===== config.mk =====
export PLATFORM = sky130hd
export DESIGN_NAME = pipeline_run_ctrl
export DESIGN_NICKNAME = d
export VERILOG_FILES = /design/src/rtl/pipeline_run_ctrl.sv
export SDC_FILE = /design/constraint.sdc
export NUM_CORES = 1
export LEC_CHECK = 0
export ABC_AREA = 1
export CAP_MARGIN = 25
export CORE_AREA = 5 5 86 88
export CTS_CLUSTER_SIZE = 30
export DETAILED_ROUTE_END_ITERATION = 10
export DIE_AREA = 0 0 91 93
export GPL_ROUTABILITY_DRIVEN = 0
export PLACE_DENSITY = 0.78
export SKIP_LAST_GASP = 1
export SLEW_MARGIN = 10
export SYNTH_ARGS = -nofsm -noshare
export SYNTH_HDL_FRONTEND = slang
export SYNTH_SLANG_ARGS = --single-unit

===== constraint.sdc =====
create_clock -name clk -period 2 [get_ports clk]
set_input_delay 0.3 -clock clk [delete_from_list [all_inputs] [get_ports clk]]
set_output_delay 0.3 -clock clk [all_outputs]
set_load 0.005 [all_outputs]

===== src/rtl/pipeline_run_ctrl.sv =====
// Run/debug sequencer for the 5-stage MIPS pipeline.
// Produces the global advance enable `go` and supports free-run, single-step
// and PC-breakpoint modes. It also latches the syscall-0xA termination,
// conditions the raw board buttons, and counts the cycles the pipeline advanced.
module pipeline_run_ctrl #(
  parameter int PC_W     = 12,
  parameter int CNT_W    = 32,
  parameter int DEBOUNCE = 16,
  parameter bit AUTO_RUN = 1'b1
) (
  input  logic             clk,
  input  logic             rst,
  input  logic [1:0]       run_mode,
  input  logic             step_btn,
  input  logic             resume_btn,
  input  logic             bp_enable,
  input  logic [PC_W-1:0]  bp_addr,
  input  logic [PC_W-1:0]  pc,
  input  logic             syscall_halt,
  output logic             go,
  output logic [2:0]       state,
  output logic [1:0]       halt_reason,
  output logic [CNT_W-1:0] adv_count
);

  typedef enum logic [2:0] {
    S_RUN      = 3'd0,
    S_PAUSE    = 3'd1,
    S_STEP     = 3'd2,
    S_BP_HALT  = 3'd3,
    S_SYS_HALT = 3'd4
  } state_t;

  localparam int              DB_W    = $clog2(DEBOUNCE);
  localparam logic [DB_W-1:0] DB_LAST = DB_W'(DEBOUNCE - 1);

  // Bit 0 carries the step button, bit 1 the resume button.
  logic [1:0]      raw_btn;
  logic [1:0]      meta_p0;
  logic [1:0]      sync_p1;
  logic [1:0]      clean_lvl;
  logic [1:0]      db_last;
  logic [1:0]      rise;
  logic [DB_W-1:0] db_cnt [2];
  logic            step_p;
  logic            resume_p;

  state_t           state_q;
  state_t           state_nxt;
  logic [1:0]       reason_q;
  logic             bp_skip;
  logic             bp_hit;
  logic             bp_leave;
  logic             mode_ss;
  logic             mode_bp;
  logic [CNT_W-1:0] adv_q;

  // Saturating increment: the count sticks at all-ones instead of wrapping.
  function automatic logic [CNT_W-1:0] sat_inc(input logic [CNT_W-1:0] v);
    return (&v) ? v : v + CNT_W'(1);
  endfunction

  // Display code for the reason the pipeline is (or is not) stopped.
  function automatic logic [1:0] reason_of(input state_t s);
    case (s)
      S_RUN:              return 2'b00;
      S_PAUSE, S_STEP:    return 2'b01;
      S_BP_HALT:          return 2'b10;
      default:            return 2'b11;
    endcase
  endfunction

  assign raw_btn  = {resume_btn, step_btn};
  assign db_last  = {db_cnt[1] == DB_LAST, db_cnt[0] == DB_LAST};
  // The pulse marks the cycle in which a rising clean level is accepted.
  assign rise     = ~clean_lvl & sync_p1 & db_last;
  assign step_p   = rise[0];
  assign resume_p = rise[1];

  // Stage p0 -> p1: two-flop synchronizer, then the debounce counter that
  // only flips the clean level after DEBOUNCE consecutive differing samples.
  always_ff @(posedge clk) begin
    if (rst) begin
      meta_p0   <= '0;
      sync_p1   <= '0;
      clean_lvl <= '0;
      db_cnt[0] <= '0;
      db_cnt[1] <= '0;
    end else begin
      meta_p0 <= raw_btn;
      sync_p1 <= meta_p0;
      for (int i = 0; i < 2; i++) begin
        if (sync_p1[i] == clean_lvl[i]) begin
          db_cnt[i] <= '0;
        end else if (db_last[i]) begin
          clean_lvl[i] <= sync_p1[i];
          db_cnt[i]    <= '0;
        end else begin
          db_cnt[i] <= db_cnt[i] + DB_W'(1);
        end
      end
    end
  end

  assign mode_ss  = (run_mode == 2'b01);
  assign mode_bp  = (run_mode == 2'b10);
  assign bp_hit   = bp_enable && mode_bp && (pc == bp_addr) && !bp_skip;
  // Combinational so the pipeline freezes in the very cycle a halt condition appears.
  assign go       = ((state_q == S_RUN) || (state_q == S_STEP)) && !syscall_halt && !bp_hit;
  assign bp_leave = (state_q == S_BP_HALT) && !syscall_halt && (resume_p || step_p);

  // Next-state selection; syscall termination has priority over everything else.
  always_comb begin
    state_nxt = state_q;
    if (syscall_halt) begin
      state_nxt = S_SYS_HALT;
    end else begin
      case (state_q)
        S_RUN: begin
          if (bp_hit)       state_nxt = S_BP_HALT;
          else if (mode_ss) state_nxt = S_PAUSE;
        end
        S_STEP: begin
          if (bp_hit) state_nxt = S_BP_HALT;
          else        state_nxt = S_PAUSE;
        end
        S_PAUSE: begin
          if (resume_p && !mode_ss) state_nxt = S_RUN;
          else if (step_p)          state_nxt = S_STEP;
        end
        S_BP_HALT: begin
          if (resume_p)    state_nxt = S_RUN;
          else if (step_p) state_nxt = S_STEP;
        end
        S_SYS_HALT: state_nxt = S_SYS_HALT;
        default:    state_nxt = S_PAUSE;
      endcase
    end
  end

  // FSM register with registered halt reason, breakpoint skip flag and advance count.
  always_ff @(posedge clk) begin
    if (rst) begin
      state_q  <= AUTO_RUN ? S_RUN : S_PAUSE;
      reason_q <= AUTO_RUN ? 2'b00 : 2'b01;
      bp_skip  <= 1'b0;
      adv_q    <= '0;
    end else begin
      state_q  <= state_nxt;
      reason_q <= reason_of(state_nxt);
      // Leaving the breakpoint must not re-trigger on the PC we are parked on.
      if (bp_leave)            bp_skip <= 1'b1;
      else if (pc != bp_addr)  bp_skip <= 1'b0;
      if (go) adv_q <= sat_inc(adv_q);
    end
  end

  assign state       = state_q;
  assign halt_reason = reason_q;
  assign adv_count   = adv_q;

endmodule


# Word-level counts from Yosys, hierarchy flattened
# Memory sizes are Yosys's and may differ from the RTL's.
# Index checks and enable logic that the tools add are counted.
[classes]
bitwise = 12
n_eq_ne = 15
muxes = 41
n_reduce_logical = 22
add_sub_neg = 3
[ops]
columns = ["cell", "n"]
rows = [
  ["32-bit by 1-bit adder with 32-bit output, second input constant", 1],
  ["32-bit AND reduction", 1],
  ["1-bit two-way mux", 26],
  ["4-bit two-way mux", 6],
  ["3-bit two-way mux", 6],
  ["3-bit case mux with 5 select lines", 1],
  ["12-bit equality test", 1],
  ["3-bit by 2-bit equality test with 1-bit output, second input constant", 4],
  ["12-bit inequality test", 1],
  ["4-bit by 1-bit adder with 4-bit output, second input constant", 2],
  ["4-bit equality test, second input constant", 2],
  ["1-bit logical AND", 8],
  ["3-bit by 1-bit equality test with 1-bit output, second input constant", 2],
  ["3-bit logical NOT", 2],
  ["1-bit bitwise OR", 6],
  ["2-bit case mux with 3 select lines", 1],
  ["2-bit AND reduction", 3],
  ["2-bit AND", 2],
  ["1-bit logical NOT", 4],
  ["3-bit equality test, second input constant", 1],
  ["1-bit inverter", 3],
  ["1-bit equality test", 2],
  ["2-bit by 1-bit equality test with 1-bit output, second input constant", 1],
  ["2-bit equality test, second input constant", 1],
  ["other kinds (5)", 6],
]
[word_totals]
regBits = 44
in_bits = 32
output_inout_bits = 38
n_memories = 1
word_cells = 102
ramBits = 8
[mem_list]
columns = ["memory", "depth", "width", "rd", "rd_clocked_by_memory_dff", "write_ports", "line", "rtl"]
rows = [
  ["db_cnt", 2, 4, 2, 0, 2, "44", "logic [DB_W-1:0] db_cnt [2];"],
]

# Logic depth before layout (Yosys ltp)
# Gate-level depths: netlist (run 1).
[depth]
depth_word = 10
mapped_depth = 14
depth_no_buf = 13

# Worst setup path after synthesis (run 1)
# No wires, ideal clock.
[synth_path]
path_kind = "reg2reg"
from = "reg adv_q[0], in the netlist adv_count[0]"
to = "reg adv_q[22], in the netlist adv_count[22]"
path_stages_with_launch = 11
period_less_slack_ns = 1.709
n_path_buf = 1
setup_time_ns = 0.071
arrival_time_ns = 1.638
setup_slack_ns = 0.291
required_time_ns = 1.929
path_cell_list = "dfxtp_1 -> ha_1 -> nand3_2 -> nor2_4 -> nand4_4 -> nor2_4 -> nand3_4 -> nand3_4 -> buf_12 -> nand2_2 -> a21oi_2"
[synth_between]
elab_chain_len = 3
word_cells_on_any_way = 4
cone_classes = "1 x add/sub; 1 x bitwise; 2 x reduce/logical"
[synth_lines]
columns = ["item", "line", "rtl"]
rows = [
  ["start: declaration", "56", "logic [CNT_W-1:0] adv_q;"],
  ["start signal: assignment", "154", "if (go) adv_q <= sat_inc(adv_q);"],
  ["parallel branches: the longest is 3 deep, another holds 32-bit by 1-bit adder with 32-bit output", "--", ""],
]
# Parallel ways; which one is timed is not known.
# A chain may end at the register's enable or synchronous reset.

# Final worst setup path (run 1)
[layout_path]
from = "in pc[11]"
to = "out go"
[layout_between]
elab_chain_len = 5
[layout_lines]
columns = ["item", "line", "rtl"]
rows = [
  ["start: declaration", "18", "input logic [PC_W-1:0] pc,"],
  ["12-bit equality test", "107", "assign bp_hit = bp_enable && mode_bp && (pc == bp_addr) && !bp_skip;"],
  ["1-bit logical AND (2 in a row)", "107", ""],
  ["1-bit logical NOT", "109", "assign go = ((state_q == S_RUN) || (state_q == S_STEP)) && !syscall_halt && !bp_hit;"],
  ["1-bit logical AND", "109", ""],
  ["end: declaration", "20", "output logic go,"],
]
# Every way passes these cells.

==> results of run 1 <==
cell usage in the layout, fill, tap and decap left out, drive strengths merged:
cell type	count
nand3b	3
ha	5
dlymetal6s2s	5
bufinv	1
buf	18
nor4	2
nor3	24
xor2	17
nor2	68
o211ai	5
o311a	1
a21oi	38
o2111ai	1
a21boi	3
nand4	7
clkinv	2
nand3	37
inv	53
dfxtp	44
clkbuf	6
xnor2	10
or2	2
dlygate4sd2	1
conb	8
o21ai	9
nand2	119
edfxtp	8
clkdlybuf4s50	61
flip-flops by register name (all words and copies together), names as in the netlist:
name,flops
sync_p1,2
db_cnt,8
clean_lvl,2
halt_reason,2
state,3
adv_count,32
bp_skip,1
meta_p0,2
kinds of logic after synthesis:
logic type      after synthesis  synth area share
other cells                   1          0.001134
buf+inv                      66           0.08705
fa+ha+maj                     5           0.01893
compound gates               57            0.1166
simple gates                262            0.3656
xor+xnor                     27           0.07153
flops                        52            0.3391
path summary, 6_finish.rpt:
kind / from / end / slack [ns] / depth (start not counted)
max: pc[11] / go / 0.1 / 11
min: meta_p0[0]$_SDFF_PP0_ / sync_p1[0]$_SDFF_PP0_ / 0.41 / 2
max reg2reg: adv_count[1]$_SDFFE_PP0P_ / adv_count[2]$_SDFFE_PP0P_ / 0.13 / 11
min reg2reg: meta_p0[0]$_SDFF_PP0_ / sync_p1[0]$_SDFF_PP0_ / 0.41 / 2
where the power goes:
part           total, W  switching, W  internal (W)
Sequential      0.00110     0.0000151       0.00108
Clock          0.000721      0.000349      0.000372
Combinational  0.000266      0.000135      0.000131
Total           0.00208      0.000499       0.00158
stage by stage:
step | hold slack, ns | setup slack (ns) | cells
after floorplan | 0.3793 | 0.2908 | 477
after global placement | 0.3961 | -0.2786 | 629
after detailed placement | 0.3931 | -0.3208 | 629
after CTS | 0.4057 | 0.001533 | 637
after global routing | 0.4265 | 0.003888 | 638
final | 0.4050 | 0.09601 | 638
layout make-up:
cell class | instances | share of cell area
multi-input cells | 359 | 0.4507
flip-flops and latches | 52 | 0.2600
repair buffers | 85 | 0.1941
inverters | 54 | 0.04701
well taps | 80 | 0.02322
clock buffers | 6 | 0.01683
clock inverters | 2 | 0.008125
routing by layer:
layer / vias to the layer above / share of wire
li1: 1692 / -
met1: 1512 / 0.44
met2: 86 / 0.50
met3: 19 / 0.041
met4: 0 / 0.023
met5: - / 0
what timing repair did:
item	in CTS	in global routing
endpoints found under the setup margin	1	7
pin swaps	3	6
buffers inserted	0	1
resized for setup	6	11
worst max-delay path: stages:
cell             delay, ns
clkdlybuf4s50_1       0.47
inv_1                 0.05
nand2_1               0.06
nand2_1               0.06
nor2_1                0.09
nand2_1               0.10
nor2_4                0.15
nand3_2               0.09
nand2_2               0.07
inv_2                 0.05
buf_2                 0.12
==> reports/results.txt, run 1 <==
status = finished, final reports clean
first-pass GRT wire length = 14750 um
clk buf depth = 2
Wirelength per Cell = 13.38 um
Hold Vio Cnt, Final = 0
CP arrival = 1.60 ns
unrepaired setup endpoints after global routing = false
CTS buffer count = 5
Global Route met3 Usage = 0.03781
Layout area overhead = 30.43%
via count = 3309
ys async rst share = 0
Die Width = 91 um
clock sinks = 52
gr ovfl total = 0
Post-Syn Area = 3306 um2
final critical-path share of the clock period = 0.9520
Final ANT Viol Nets = 0
Setup crit end kind = output pin
Util after Layout = 0.6564
most numerous cell in the Yosys netlist = nand2_1
final worst path period need = 1.904 ns
Final Instance Area = 4312 um2
Die Y = 93 um
critical path class = input port to output pin
initial drt markers = 196
pin count of the biggest net entering global routing = 38
Initial Utilization = 0.5032
fillcell total = 626
H-tree Lvls = 2
post-synth top area cell = dfxtp_1
register area = 1121 um2
FMAX = 525.2 MHz
number of synthesized flops with an enable pin = 8
worst min-delay path class = flop to flop
crit path max fanout = 3
fin. max-slew vios = 0
share of cells above drive strength 1 = 0.1326
pwr/cell area = 483.2 nW/um2
first drt pass iteration count = 4
Distinct cells, synth = 37
Vias/cell = 5.187
Clock Skews = 0.005148 ns
Design Power = 0.002083 W
initial antenna violation count = 0
startpoint types = input port
CTS tree = done
DRC Markers = 0
core area = 6569 um2
Yosys top cell area share = 0.2665
LEAKAGE = 1.673 nW
final net count = 594
Peak VDD IR = 0.4166 mV
sequential area share after synthesis = 0.3391
maxcap violations = 0
met2 usage = 0.3600
CTS Hold Bufs = 0
setup total negative slack = 0 ns
Yosys reg bits = 52
number of synthesis warnings = 0
number of I/O port buffers = 69
Die ar. = 8463 um2
Slew HR = 0.6607
worst-skew pair later-pin latency = 0.31 ns
antenna cells = 0
row count = 30
DP HPWL = 6645 um
worst slew pin tran = 0.5089 ns
GR peak layer = met2
M1 GR Usage = 0.2569
endpoints failing setup = 0
I/O pins = 70
placed standard-cell area = 4170 um2
Synth Flop Type = dfxtp_1
multi-input combinational cell area = 1943 um2
clk root buf = clkbuf_8
clock slew at reported path FFs = 0.09 ns
list of most frequent post-synthesis cells = nand2_1, nor2_1, inv_1, dfxtp_1, nand3_1
Synth area leaders = dfxtp_1, nand2_1, nor2_1, edfxtp_1, inv_1
Critical Path RT = 1.70 ns
Synth Instances = 470
Total GRT Usage = 0.2068
mean post-synth cell area = 7.033 um2
Detailed Route WL = 8538 um
vias in the first global route = 3238
No activity file was read; power rests on OpenSTA's default activity.
==> inputs of run 2 (changes only) <==
--- a/config.mk
+++ b/config.mk
@@ -13,6 +13,7 @@
 export DIE_AREA = 0 0 91 93
 export GPL_ROUTABILITY_DRIVEN = 0
 export PLACE_DENSITY = 0.78
+export SKIP_CTS_REPAIR_TIMING = 1
 export SKIP_LAST_GASP = 1
 export SLEW_MARGIN = 10
 export SYNTH_ARGS = -nofsm -noshare
==> reports/results.txt, run 2 (synthesis gave the netlist of run 1 again) <==
status = finished, final reports clean (unchanged)
Final ANT Viol Nets = 0 (unchanged)
row count = 30 (unchanged)
most frequent CP cell = nand2_1 (unchanged)
most frequent cells in the layout = nand2_1, clkdlybuf4s50_1, nor2_1 (was nand2_1, nor2_1, clkdlybuf4s50_1)
maxcap violations = 0 (unchanged)
critical path class = input port to output pin (unchanged)
vias in the first global route = 3240 (was 3238)
final setup margin = 0.08142 ns (was 0.09601 ns)
worst-skew pair later-pin latency = 0.31 ns (about the same)
via count = 3322 (was 3309)
reg-to-reg startpoint = adv_count[1]$_SDFFE_PP0P_ (unchanged)
Critical Path RT = 1.70 ns (about the same)
Slowest-stage cell, CP = clkdlybuf4s50_1 (unchanged)
worst slew pin tran = 0.5052 ns (was 0.5089 ns)
worst min-delay path class = flop to flop (unchanged)
CTS buffer count = 5 (unchanged)
pwr/cell area = 484.6 nW/um2 (was 483.2 nW/um2)
clock sinks = 52 (unchanged)
DRC Markers = 0 (unchanged)
worst path cell trace = clkdlybuf4s50_1 > inv_1 > nand2_1 > nand2_1 > nor2_1 > nand2_1 > nor2_4 > nand3_2 > nand2_1 > inv_2 > dlymetal6s2s_1 (was clkdlybuf4s50_1 > inv_1 > nand2_1 > nand2_1 > nor2_1 > nand2_1 > nor2_4 > nand3_2 > nand2_2 > inv_2 > buf_2)
Design Power = 0.002086 W (was 0.002083 W)
Layout area overhead = 30.24% (was 30.43%)
fin. max-slew vios = 0 (unchanged)
core area = 6569 um2 (unchanged)
CTS tree = done (unchanged)
Worst Path Buf+Inv = 4 (unchanged)
pin count of the biggest net entering global routing = 38 (unchanged)
Vias/cell = 5.207 (was 5.187)
Top delay family on crit path = buffers and inverters (unchanged)
CP max stage delay = 0.48 ns (was 0.47 ns)
Clock Skews = 0.005437 ns (was 0.005148 ns)
first-pass GRT wire length = 14750 um (unchanged)
Die ar. = 8463 um2 (unchanged)
I/O pins = 70 (unchanged)
fillcell total = 625 (was 626)
Die Width = 91 um (unchanged)
initial antenna violation count = 0 (unchanged)
first drt pass iteration count = 6 (was 4)
initial drt markers = 201 (was 196)
Initial Utilization = 0.5032 (unchanged)
clk root buf = clkbuf_8 (unchanged)
DP HPWL = 6645 um (unchanged)
crit path max fanout = 3 (unchanged)
H-tree Lvls = 2 (unchanged)
critical path startpoint = pc[0] (was pc[11])
startpoint types = input port (unchanged)
share of cells above drive strength 1 = 0.1290 (was 0.1326)
number of I/O port buffers = 69 (unchanged)
commonest non-fill, non-tap cell in the layout = nand2_1 (unchanged)
Total GRT Usage = 0.2068 (unchanged)
CP arrival = 1.62 ns (was 1.60 ns)
antenna cells = 0 (unchanged)
Slew HR = 0.6632 (was 0.6607)
clock slew at reported path FFs = 0.09 ns (about the same)
max FFs per register = 32 (unchanged)
unrepaired setup endpoints after global routing = true (was false)
Util after Layout = 0.6554 (was 0.6564)
gr ovfl total = 0 (unchanged)
Setup crit end kind = output pin (unchanged)
final critical-path share of the clock period = 0.9593 (was 0.9520)
final worst path period need = 1.919 ns (was 1.904 ns)
Peak VDD IR = 0.4158 mV (was 0.4166 mV)
final net count = 594 (unchanged)
clk buf depth = 2 (unchanged)
FMAX = 521.2 MHz (was 525.2 MHz)
Hold Vio Cnt, Final = 0 (unchanged)
Die Y = 93 um (unchanged)
Wirelength per Cell = 13.36 um (was 13.38 um)
hold_ws = 0.4043 ns (was 0.4050 ns)
endpoints failing setup = 0 (unchanged)
LEAKAGE = 1.638 nW (was 1.673 nW)
dpl ws = -0.3208 ns (unchanged)
Worst Hold Launch = meta_p0[0]$_SDFF_PP0_ (unchanged)
Detailed Route WL = 8521 um (was 8538 um)
run 2: area by class of cell:
cell class | count | area [um2] | share of cell area
timing repair buffer | 85 | 833.3 | 0.1935
multi-input combinational | 359 | 1941 | 0.4507
clock buffer | 6 | 72.57 | 0.01686
clock inverter | 2 | 35.03 | 0.008137
inverter | 54 | 202.7 | 0.04708
sequential | 52 | 1121 | 0.2604
tap | 80 | 100.1 | 0.02325
run 2: final timing paths:
kind	to	slack, ns	cells past startpoint
hold reg to reg	sync_p1[0]$_SDFF_PP0_	0.40	2
setup reg to reg	adv_count[2]$_SDFFE_PP0P_	0.14	11
setup / recovery	go	0.08	11
hold / removal	sync_p1[0]$_SDFF_PP0_	0.40	2
run 2: metal layers:
metal / vias to the layer above / part of all wire / global-route usage
met5: - / 0 / 0
met2: 95 / 0.50 / 0.3600
met1: 1513 / 0.43 / 0.2569
met3: 20 / 0.050 / 0.03781
li1: 1694 / - / -
met4: 0 / 0.023 / 0.06968
run 2: where the power goes:
group | total (W) | internal [W] | switching [W] | leakage (nW)
logic | 0.000268 | 0.000134 | 0.000134 | 1.14
clock network | 0.000722 | 0.000372 | 0.000350 | 0.0552
registers | 0.00110 | 0.00108 | 0.0000151 | 0.439
total | 0.00209 | 0.00159 | 0.000499 | 1.64
run 2: metrics by stage:
stage | area, um2 | cells | TNS, ns
5_1_grt | 4305 | 638 | -0.05323
4_1_cts | 4278 | 637 | -0.3308
6_report | 4305 | 638 | 0
2_1_floorplan | 3332 | 477 | 0
3_5_place_dp | 4170 | 629 | -4.900
3_3_place_gp | 4170 | 629 | -2.855
run 2: worst min-delay path: cells and delay by family (launching register included):
kind	cells	cell delay [ns]
DFF	1	0.31
buffers and inverters	1	0.04
and+or+nand+nor	1	0.03
